[src/rtl/gmii_mac_pkg.sv]
// Shared GMII MAC definitions: state encoding, framing bytes and CRC-32 constants.
// Used by both the transmit and receive halves of the MAC.
package gmii_mac_pkg;

    typedef enum logic [2:0] {
        ST_IDLE,
        ST_PREAMBLE,
        ST_SFD,
        ST_DATA,
        ST_PAD,
        ST_FCS,
        ST_IFG,
        ST_DRAIN
    } mac_state_e;

    localparam logic [7:0]  PREAMBLE_BYTE = 8'h55;
    localparam logic [7:0]  SFD_BYTE      = 8'hD5;
    localparam logic [31:0] CRC_INIT      = 32'hFFFF_FFFF;
    localparam logic [31:0] CRC_POLY_REFL = 32'hEDB8_8320;
    localparam logic [31:0] CRC_RESIDUE   = 32'hDEBB_20E3;

endpackage

[src/rtl/gmii_crc32_byte.sv]
// Combinational byte-wide Ethernet CRC-32 step (reflected, LSB first).
// Shared with the receive-side FCS checker.
module gmii_crc32_byte
    import gmii_mac_pkg::*;
(
    input  logic [31:0] crc_i,
    input  logic [7:0]  data_i,
    output logic [31:0] crc_o
);

    logic [31:0] c;

    always_comb begin
        c = crc_i ^ {24'h000000, data_i};
        for (int unsigned i = 0; i < 8; i++) begin
            c = c[0] ? ((c >> 1) ^ CRC_POLY_REFL) : (c >> 1);
        end
        crc_o = c;
    end

endmodule

[src/rtl/gmii_mac_tx.sv]
// GMII transmit MAC: preamble/SFD insertion, padding, FCS append and inter-frame gap.
// Define GMII_MAC_TX_FCS_EN to build the CRC generator with the PAD and FCS states.
module gmii_mac_tx
    import gmii_mac_pkg::*;
#(
    parameter int unsigned PREAMBLE_LEN = 7,
    parameter int unsigned MIN_FRAME    = 60,
    parameter int unsigned IFG_BYTES    = 12
) (
    input  logic       sys_clk,
    input  logic       reset_n,
    input  logic [7:0] s_data,
    input  logic       s_valid,
    input  logic       s_last,
    output logic       s_ready,
    output logic [7:0] txd,
    output logic       txen,
    output logic       txer,
    output logic       gtx_clk,
    output logic       busy
);

    mac_state_e  state_q, state_d;
    logic [7:0]  cnt_q, cnt_d;
    logic [7:0]  txd_q, txd_d;
    logic        txen_q, txen_d;
    logic        txer_q, txer_d;
    logic        busy_q;

`ifdef GMII_MAC_TX_FCS_EN
    logic [31:0] crc_q, crc_d;
    logic [31:0] crc_next;
    logic [31:0] crc_inv;
    logic [7:0]  crc_byte;
    logic [7:0]  fcs_byte;
    logic [10:0] byte_cnt_q, byte_cnt_d;
    logic [10:0] byte_cnt_inc;

    // Pad bytes are zeros; everything else that reaches the CRC is the accepted input byte.
    assign crc_byte     = (state_q == ST_PAD) ? 8'h00 : s_data;
    assign crc_inv      = ~crc_q;
    assign fcs_byte     = crc_inv[{cnt_q[1:0], 3'b000} +: 8];
    assign byte_cnt_inc = (byte_cnt_q == 11'h7FF) ? byte_cnt_q : byte_cnt_q + 11'd1;

    gmii_crc32_byte u_crc (
        .crc_i  (crc_q),
        .data_i (crc_byte),
        .crc_o  (crc_next)
    );
`endif

    assign s_ready = (state_q == ST_SFD) || (state_q == ST_DATA) || (state_q == ST_DRAIN);
    assign txd     = txd_q;
    assign txen    = txen_q;
    assign txer    = txer_q;
    assign busy    = busy_q;
    assign gtx_clk = sys_clk;

    // Outputs are registered alongside the state, so each state names the byte already on txd.
    always_comb begin
        state_d = state_q;
        cnt_d   = cnt_q;
        txd_d   = 8'h00;
        txen_d  = 1'b0;
        txer_d  = 1'b0;
`ifdef GMII_MAC_TX_FCS_EN
        crc_d      = crc_q;
        byte_cnt_d = byte_cnt_q;
`endif
        case (state_q)
            ST_IDLE: begin
                if (s_valid) begin
                    state_d = ST_PREAMBLE;
                    txd_d   = PREAMBLE_BYTE;
                    txen_d  = 1'b1;
                    cnt_d   = 8'd1;
                end
            end
            ST_PREAMBLE: begin
                txen_d = 1'b1;
                if (cnt_q >= 8'(PREAMBLE_LEN)) begin
                    state_d = ST_SFD;
                    txd_d   = SFD_BYTE;
                    cnt_d   = '0;
`ifdef GMII_MAC_TX_FCS_EN
                    crc_d      = CRC_INIT;
                    byte_cnt_d = '0;
`endif
                end else begin
                    txd_d = PREAMBLE_BYTE;
                    cnt_d = cnt_q + 8'd1;
                end
            end
            ST_SFD, ST_DATA: begin
                txen_d = 1'b1;
                if (s_valid) begin
                    txd_d   = s_data;
                    state_d = ST_DATA;
`ifdef GMII_MAC_TX_FCS_EN
                    crc_d      = crc_next;
                    byte_cnt_d = byte_cnt_inc;
                    if (s_last) begin
                        state_d = (byte_cnt_inc < 11'(MIN_FRAME)) ? ST_PAD : ST_FCS;
                        cnt_d   = '0;
                    end
`else
                    if (s_last) begin
                        state_d = ST_IFG;
                        cnt_d   = '0;
                    end
`endif
                end else begin
                    txer_d  = 1'b1;
                    state_d = ST_DRAIN;
                end
            end
`ifdef GMII_MAC_TX_FCS_EN
            ST_PAD: begin
                txen_d     = 1'b1;
                crc_d      = crc_next;
                byte_cnt_d = byte_cnt_inc;
                if (byte_cnt_inc >= 11'(MIN_FRAME)) begin
                    state_d = ST_FCS;
                    cnt_d   = '0;
                end
            end
            ST_FCS: begin
                txen_d = 1'b1;
                txd_d  = fcs_byte;
                if (cnt_q[1:0] == 2'd3) begin
                    state_d = ST_IFG;
                    cnt_d   = '0;
                end else begin
                    cnt_d = cnt_q + 8'd1;
                end
            end
`endif
            ST_IFG: begin
                if (cnt_q < 8'(IFG_BYTES)) begin
                    cnt_d = cnt_q + 8'd1;
                end else if (s_valid) begin
                    state_d = ST_PREAMBLE;
                    txd_d   = PREAMBLE_BYTE;
                    txen_d  = 1'b1;
                    cnt_d   = 8'd1;
                end else begin
                    state_d = ST_IDLE;
                end
            end
            ST_DRAIN: begin
                if (s_valid && s_last) begin
                    state_d = ST_IFG;
                    cnt_d   = '0;
                end
            end
            default: state_d = ST_IDLE;
        endcase
    end

    always_ff @(posedge sys_clk or negedge reset_n) begin
        if (!reset_n) begin
            state_q <= ST_IDLE;
            cnt_q   <= '0;
            txd_q   <= '0;
            txen_q  <= 1'b0;
            txer_q  <= 1'b0;
            busy_q  <= 1'b0;
        end else begin
            state_q <= state_d;
            cnt_q   <= cnt_d;
            txd_q   <= txd_d;
            txen_q  <= txen_d;
            txer_q  <= txer_d;
            busy_q  <= (state_d != ST_IDLE);
        end
    end

`ifdef GMII_MAC_TX_FCS_EN
    always_ff @(posedge sys_clk or negedge reset_n) begin
        if (!reset_n) begin
            crc_q      <= CRC_INIT;
            byte_cnt_q <= '0;
        end else begin
            crc_q      <= crc_d;
            byte_cnt_q <= byte_cnt_d;
        end
    end
`endif

endmodule

[config.mk]
export PLATFORM = sky130hd
export DESIGN_NAME = gmii_mac_tx
export DESIGN_NICKNAME = d
export VERILOG_FILES = /design/src/rtl/gmii_mac_pkg.sv /design/src/rtl/gmii_crc32_byte.sv /design/src/rtl/gmii_mac_tx.sv
export SDC_FILE = /design/constraint.sdc
export NUM_CORES = 1
export LEC_CHECK = 0
export CORE_AREA = 5 5 59 61
export DETAILED_ROUTE_END_ITERATION = 6
export DIE_AREA = 0 0 64 66
export PLACE_DENSITY = 0.78
export SYNTH_ARGS = -nofsm -noshare
export SYNTH_HDL_FRONTEND = slang
export SYNTH_SLANG_ARGS = --single-unit
[constraint.sdc]
create_clock -name sys_clk -period 1.74 [get_ports sys_clk]
set_input_delay 0.348 -clock sys_clk [delete_from_list [all_inputs] [get_ports sys_clk]]
set_output_delay 0.348 -clock sys_clk [all_outputs]
set_load 0.005 [all_outputs]
**Yosys cells after proc, flatten, opt, wreduce, memory -nomap -nowiden**

Index checks and enable logic that the tools add are counted.

- Add/sub/neg operators: 1
- Order comparisons: 2
- Equal/unequal tests: 8
- Muxes and demuxes: 25
- Reductions and logical operators: 9

Operators with widths:

| kind | count |
|---|---|
| 8-bit 2-to-1 mux | 9 |
| 8-bit case mux with 5 select lines | 1 |
| 8-bit case mux with 4 select lines | 1 |
| 3-bit 2-to-1 mux | 6 |
| 3-bit case mux with 5 select lines | 1 |
| 8-bit by 1-bit adder with 8-bit output (second input constant) | 1 |
| 8-bit by 3-bit greater-or-equal comparator with 1-bit output (second input constant) | 1 |
| 8-bit by 4-bit < comparator with 1-bit output (second input constant) | 1 |
| 7-bit 2-to-1 mux | 1 |
| 3-bit by 2-bit == test with 1-bit output (second input constant) | 2 |
| 3-bit == test (second input constant) | 2 |
| 1-bit 2-to-1 mux | 5 |
| 5-bit nonzero test | 1 |
| 2-bit != test (second input constant) | 2 |
| 4-bit AND reduction | 1 |
| 3-bit by 1-bit == test with 1-bit output (second input constant) | 1 |
| 3-bit zero test | 1 |
| 1-bit case mux with 3 select lines | 1 |
| 3-bit nonzero test | 1 |
| 3-bit OR reduction | 1 |
| 1-bit logical OR | 2 |
| 2-bit by 1-bit != test with 1-bit output (second input constant) | 1 |
| 2-bit OR reduction | 1 |
| 1-bit logical AND | 1 |

- Bits in registers: 22
- Bits of input ports: 12
- Output and inout port bits: 13
- Logic and storage cells: 51

**Logic depth before layout (Yosys ltp)**

Gate-level depths: netlist of run 1.

- Depth in word-level cells: 4
- Gate-level depth with buffers: 6
- Depth with buffers taken out: 5

==> results of run 1 <==
[how the worst min path moves through the flow]
stage,slack [ns],cells after the start,endpoint
finish,0.24,2,cnt_q[1]
global route,0.24,2,cnt_q[3]
CTS,0.25,2,cnt_q[1]
detailed placement,0.53,1,cnt_q[1]
global placement,0.51,1,cnt_q[1]
floorplan,0.05,0,busy
[kinds of logic (layout without fill, tap and decap cells)]
| logic type | count (synthesis) | count (layout) | synth area share [%] |
|---|---|---|---|
| adder cells (fa/ha/maj) | 1 | 1 | 1.13 |
| buffers and inverters | 12 | 64 | 4.43 |
| AND/OR/NAND/NOR | 41 | 41 | 22.2 |
| flip-flops | 22 | 22 | 49.9 |
| AO/OA/AOI/OAI | 35 | 35 | 22.2 |
| other | 0 | 1 | 0 |
[cells in the mapped netlist]
master	n
o311a_1	1
o21ai_0	9
a32o_1	2
clkbuf_1	6
nor3_1	3
a211oi_1	1
or4_4	1
nor4_4	1
nand2_1	5
ha_1	1
a21boi_2	1
a31oi_1	1
o22ai_1	2
or2_2	1
nor3b_1	1
nor2_1	7
nor4_1	1
and2_2	2
nand3_1	1
o2111a_1	1
and2_1	2
buf_4	1
dfrtp_1	22
nor2b_1	4
a211o_2	1
nand2b_1	6
inv_1	5
a211oi_2	1
a21oi_1	8
o32a_1	2
and3_1	5
o211ai_1	4
or3_1	1
o2bb2ai_1	1
[final cells by class]
cell class	instances	area (um2)
inverters	5	18.8
well taps	33	41.3
fillers	243	1250
clock inverters	1	30.0
flip-flops and latches	22	551
diodes	1	2.50
clock buffers	7	53.8
repair buffers	51	444
multi-input cells	77	536
[cells in the final DEF, fill, tap and decap left out, types with 2 or more instances in the layout]
| cell type | n |
|---|---|
| a32o_1 | 2 |
| and3_1 | 5 |
| o21ai_0 | 7 |
| clkbuf_4 | 6 |
| buf_4 | 27 |
| clkdlybuf4s50_1 | 22 |
| nor3_1 | 3 |
| nor2_1 | 6 |
| inv_1 | 4 |
| a21oi_1 | 7 |
| and2_2 | 2 |
| and2_1 | 2 |
| dfrtp_1 | 22 |
| o32a_1 | 2 |
| nand2_1 | 5 |
| o211ai_1 | 4 |
| nor2b_1 | 3 |
| nand2b_1 | 6 |
[routing by layer]
layer / share of wire [%] / up-vias / GRT usage, %
li1: - / 509 / -
met1: 40 / 525 / 16.0
met2: 53 / 36 / 25.8
met3: 6.9 / 4 / 5.61
met4: 0.97 / 0 / 8.57
met5: 0 / - / 0
[flip-flops by register name (all words and copies together), names as in the netlist]
register	cells
txen	1
busy	1
cnt_q	8
txd	8
txer	1
state_q	3
[through the flow]
step                      setup WS, ns   TNS, ns
after floorplan               -0.00667  -0.00995
after global placement         -0.0167   -0.0210
after detailed placement       -0.0446   -0.0835
after CTS                      -0.0478   -0.0898
after global routing            -0.115    -0.351
final                          -0.0450   -0.0831
[timing repair]
action                                  CTS  global route
setup buffers                             5             3
pin swaps                                 2             6
cloned                                    0             0
endpoints found under the setup margin    5            12
gates resized for setup                   4            10
[power by group]
part	switching (W)	leakage [nW]	total [W]	internal (W)
clock	0.000193	0.0470	0.000524	0.000331
sequential	0.0000802	0.285	0.000737	0.000656
combinational	0.000635	0.458	0.00138	0.000740
==> run metrics, run 1 <==
outcome=finished with violations; Tot Pwr=0.00264 W; Die Ht=66 um; Final Hold Slack=0.244 ns; crit path launch type=flip-flop; slew margin rel.=70.9%; max frequency=560 MHz; reg2reg path depth=5; Routed wire per std cell=15.1 um; Layout Cells excl Fill=197; Reg2Reg Setup Slack=-0.05 ns; Crit path arrival time=2.16 ns; Hold Fails Final Rpt=0; post-detail-place hpwl=2090 um; CP bufs+invs=1; area post-placement=0.00151 mm2; final setup fails=2; crit-path cells=or4_4 > nor4_4 > buf_4 > o2111a_1 > o32a_1; Syn Area/Cell=9.93 um2; area delta synth->final=52.1%; worst reg2reg endpoint=cnt_q[3]; initial DRC count=74; Initial Util=37.6%; drt first pass iters=4; syn_nets=124; nets@finish=177; Core Box Area=0.00293 mm2; post-layout minimum cycle time=1.79 ns; CTS tree=built; worst clock skew=0.00744 ns; pwr dens=1570 mW/mm2; worst-path fanout max=5; vias in the first global route=1085; Levels on crit path=5; Detailed Route WL=2980 um; critical path endpoint=cnt_q[3]; I/O pins=25; Synth top area share=49.9%; failing checks=setup timing; DRC violations left=0; HP Class=primary input to async pin; critical path type=flip-flop to flip-flop; area of the mapped netlist=0.00110 mm2; r2r startpoint=cnt_q[7]; grt ovf=0; via/cell ratio=5.45; Max-Cap Viols=0; die area=0.00422 mm2; clock latency at the later pin of the worst-skew pair=0.43 ns; Top delay family on crit path=simple AND/OR/NAND/NOR gates; Slew @ Worst Pin=0.433 ns; row count=20; initial antenna violation count=0; Final Max Tran Viols=0; post-synth top area cell=dfrtp_1; total track usage=15.1%; Vias=1074; sequential fraction of the synthesis area=49.9%; Synth Instances=111; IO buf count=24; design area=0.00168 mm2; first-pass GRT wire length=4850 um; CP Capture Type=flip-flop; Post-CTS Hold Fix Bufs=0; antenna-violating nets left=0; ranking of synthesized cells by area=dfrtp_1, o21ai_0, a21oi_1; cell total after placement=182; largest net degree at the start of global routing=23; Clk pin slew, worst setup/hold paths=0.13 ns; CP Launch Point=cnt_q[7]; setup ws final=-0.0450 ns; global placer's final weighted congestion=0.916; fin util=57.3%; synthesized flop and latch total=22; Crit-path slowest cell=or4_4; share of layout cells above drive strength 1=30.7%; LEAKAGE=0.790 nW; die span in x=64 um; CP required=2.11 ns; Unique masters post-synth=34; fin crit share=103%; Worst IR Drop VDD=0.912 mV; unrepaired setup endpoints after global routing=yes; Synth Warn #=0; Largest stage delay, worst path=0.59 ns
Note: power is estimated with default switching activity, not from simulation.
==> inputs of run 2 (changes only) <==
--- a/config.mk
+++ b/config.mk
@@ -8,6 +8,7 @@
 export CORE_AREA = 5 5 59 61
 export DETAILED_ROUTE_END_ITERATION = 6
 export DIE_AREA = 0 0 64 66
+export MAX_ROUTING_LAYER = met4
 export PLACE_DENSITY = 0.78
 export SYNTH_ARGS = -nofsm -noshare
 export SYNTH_HDL_FRONTEND = slang
==> run 2 against run 1 <==
  * The flow still finishes with violations (setup timing)
  * Total power is 4.9% lower
  * Register-to-register slack hardly changed
  * Combinational power shrank 9%
  * Utilization fell by 2.0 points
  * Global-route usage decreased by 1.1 points
  * Clock skew rose by 0.0018 ns
  * Flip-flop and latch count stayed put
  * Clock power fell by 1%
  * Design area is 3.4% lower
  * First-iteration DRC count down 62%
  * Worst setup slack improved by 0.0043 ns
  * Largest cell class unchanged
  * Largest power group unchanged
  * Highest routed layer unchanged
==> run metrics, run 2 (synthesis results as in run 1) <==
outcome=finished with violations (unchanged); failing checks=setup timing (unchanged); CP Capture Type=flip-flop (unchanged); worst clock skew=0.00925 ns (was 0.00744 ns); clock latency at the later pin of the worst-skew pair=0.42 ns (was 0.43 ns); global placer's final weighted congestion=0.885 (was 0.916); Most Crowded Layer GR=met2 (unchanged); switching power=0.000852 W (was 0.000909 W); Die Ht=66 um (unchanged); Core Box Area=0.00293 mm2 (unchanged); I/O pins=25 (unchanged); max frequency=562 MHz (was 560 MHz); Detailed Route WL=2570 um (was 2980 um); Worst IR Drop VDD=0.878 mV (was 0.912 mV); Final Hold Slack=0.245 ns (was 0.244 ns); sequential share of power=29.7% (was 27.9%); met2 usage=20.6% (was 25.8%); post-detail-place hpwl=1890 um (was 2090 um); Internal=0.00166 W (was 0.00173 W); slew margin rel.=70.4% (was 70.9%); IO buf count=24 (unchanged); initial antenna violation count=0 (unchanged); HP Class=primary input to async pin (unchanged); fin util=55.3% (was 57.3%); antenna-violating nets left=0 (unchanged); combinational share of power=49.7% (was 52.2%); CTS tree=built (unchanged); Crit path arrival time=2.14 ns (was 2.16 ns); Final Max Tran Viols=0 (unchanged); share of layout cells above drive strength 1=27.2% (was 30.7%); LEAKAGE=0.753 nW (was 0.790 nW); fin crit share=102% (was 103%); row count=20 (unchanged); Clock power frac=20.7% (was 19.9%); cell total after placement=181 (was 182); drt first pass iters=4 (unchanged); leading cell types in the layout, fill and taps excluded=buf_4, clkdlybuf4s50_1, dfrtp_1 (was buf_4, dfrtp_1, clkdlybuf4s50_1); vias in the first global route=1009 (was 1085); CP required=2.10 ns (was 2.11 ns); Routed wire per std cell=13.4 um (was 15.1 um); Max-Cap Viols=0 (unchanged); initial DRC count=28 (was 74); critical path type=flip-flop to flip-flop (unchanged); reg2reg path depth=5 (unchanged); setup ws final=-0.0407 ns (was -0.0450 ns); Vias=986 (was 1074); die area=0.00422 mm2 (unchanged); first-pass GRT wire length=4370 um (was 4850 um); most common cell after layout, fill and taps aside=buf_4 (unchanged); sw frac=34.0% (was 34.5%); unrepaired setup endpoints after global routing=yes (unchanged); Tot Pwr=0.00251 W (was 0.00264 W); largest net degree at the start of global routing=23 (unchanged); r2r startpoint=cnt_q[7] (unchanged); Clk pin slew, worst setup/hold paths=0.12 ns (was 0.13 ns); Hold Fails Final Rpt=0 (unchanged); worst-path fanout max=5 (unchanged); met1 Use GR=15.6% (was 16.0%); final setup fails=2 (unchanged); via/cell ratio=5.14 (was 5.45); DRC violations left=0 (unchanged); Layout Cells excl Fill=192 (was 197); pwr dens=1550 mW/mm2 (was 1570 mW/mm2); Initial Util=37.6% (unchanged); post-layout minimum cycle time=1.78 ns (was 1.79 ns); GR Util met3=6.80% (was 5.61%); die span in x=64 um (unchanged); Slew @ Worst Pin=0.440 ns (was 0.433 ns); area delta synth->final=46.9% (was 52.1%); nets@finish=172 (was 177); CP Launch Point=cnt_q[7] (unchanged); total track usage=14.0% (was 15.1%); crit path launch type=flip-flop (unchanged); grt ovf=0 (unchanged)
[run 2: changes by cell type in the layout (fill, tap and decap cells not counted), sizes merged]
cell           previous run  this run
buf                      28        23
clkdlybuf4s15             1         0
dlygate4sd2               1         2
[run 2: worst paths after layout]
check                              to  slack (ns)
setup reg to reg             cnt_q[3]       -0.04
hold reg to reg              cnt_q[4]        0.54
setup / recovery             cnt_q[3]       -0.04
hold / removal                 txd[7]        0.24
min in group sys_clk           txd[3]        0.49
max in group asynchronous  state_q[0]        1.26
[run 2: area by class of cell]
class	count	area, um2
Inverter	5	18.8
Multi-Input combinational cell	77	519
Antenna cell	1	2.50
Clock buffer	7	53.8
Fill cell	251	1310
Clock inverter	1	30.0
Sequential cell	22	552
Tap cell	33	41.3
Timing Repair Buffer	46	402
[run 2: worst max-delay path: stages (launching register included)]
cell and delay, ns:
dfrtp_1 0.41, or4_4 0.58, nor4_4 0.23, buf_4 0.19, o2111a_1 0.20, o32a_1 0.12
[run 2: stage by stage]
stage	setup TNS, ns	area [um2]	setup WS (ns)
finish	-0.0780	1620	-0.0407
global route	-0.305	1620	-0.102
CTS	-0.0984	1590	-0.0566
detailed placement	-0.128	1500	-0.0499
global placement	-0.0581	1500	-0.0252
floorplan	-0.00995	1100	-0.00667
[run 2: repair_timing]
action                     in CTS  in global routing
hold buffers                    0                  0
resized for setup               5                  3
setup buffers                   1                  2
setup endpoints to repair       5                  6
pin swaps                       0                  5
[run 2: layer usage]
layer,vias to the layer above,share of wire (%)
li1,494,-
met1,462,43
met2,26,49
met3,4,7.0
met4,0,1.2
met5,-,0
[run 2: power groups by stage]
stage          clock network, W  registers [W]  logic [W]
2_1_floorplan         0.0000373       0.000740   0.000604
3_3_place_gp          0.0000484       0.000737    0.00114
3_5_place_dp          0.0000484       0.000750    0.00117
4_1_cts                0.000541       0.000738    0.00119
5_1_grt                0.000570       0.000762    0.00138
6_report               0.000518       0.000744    0.00125
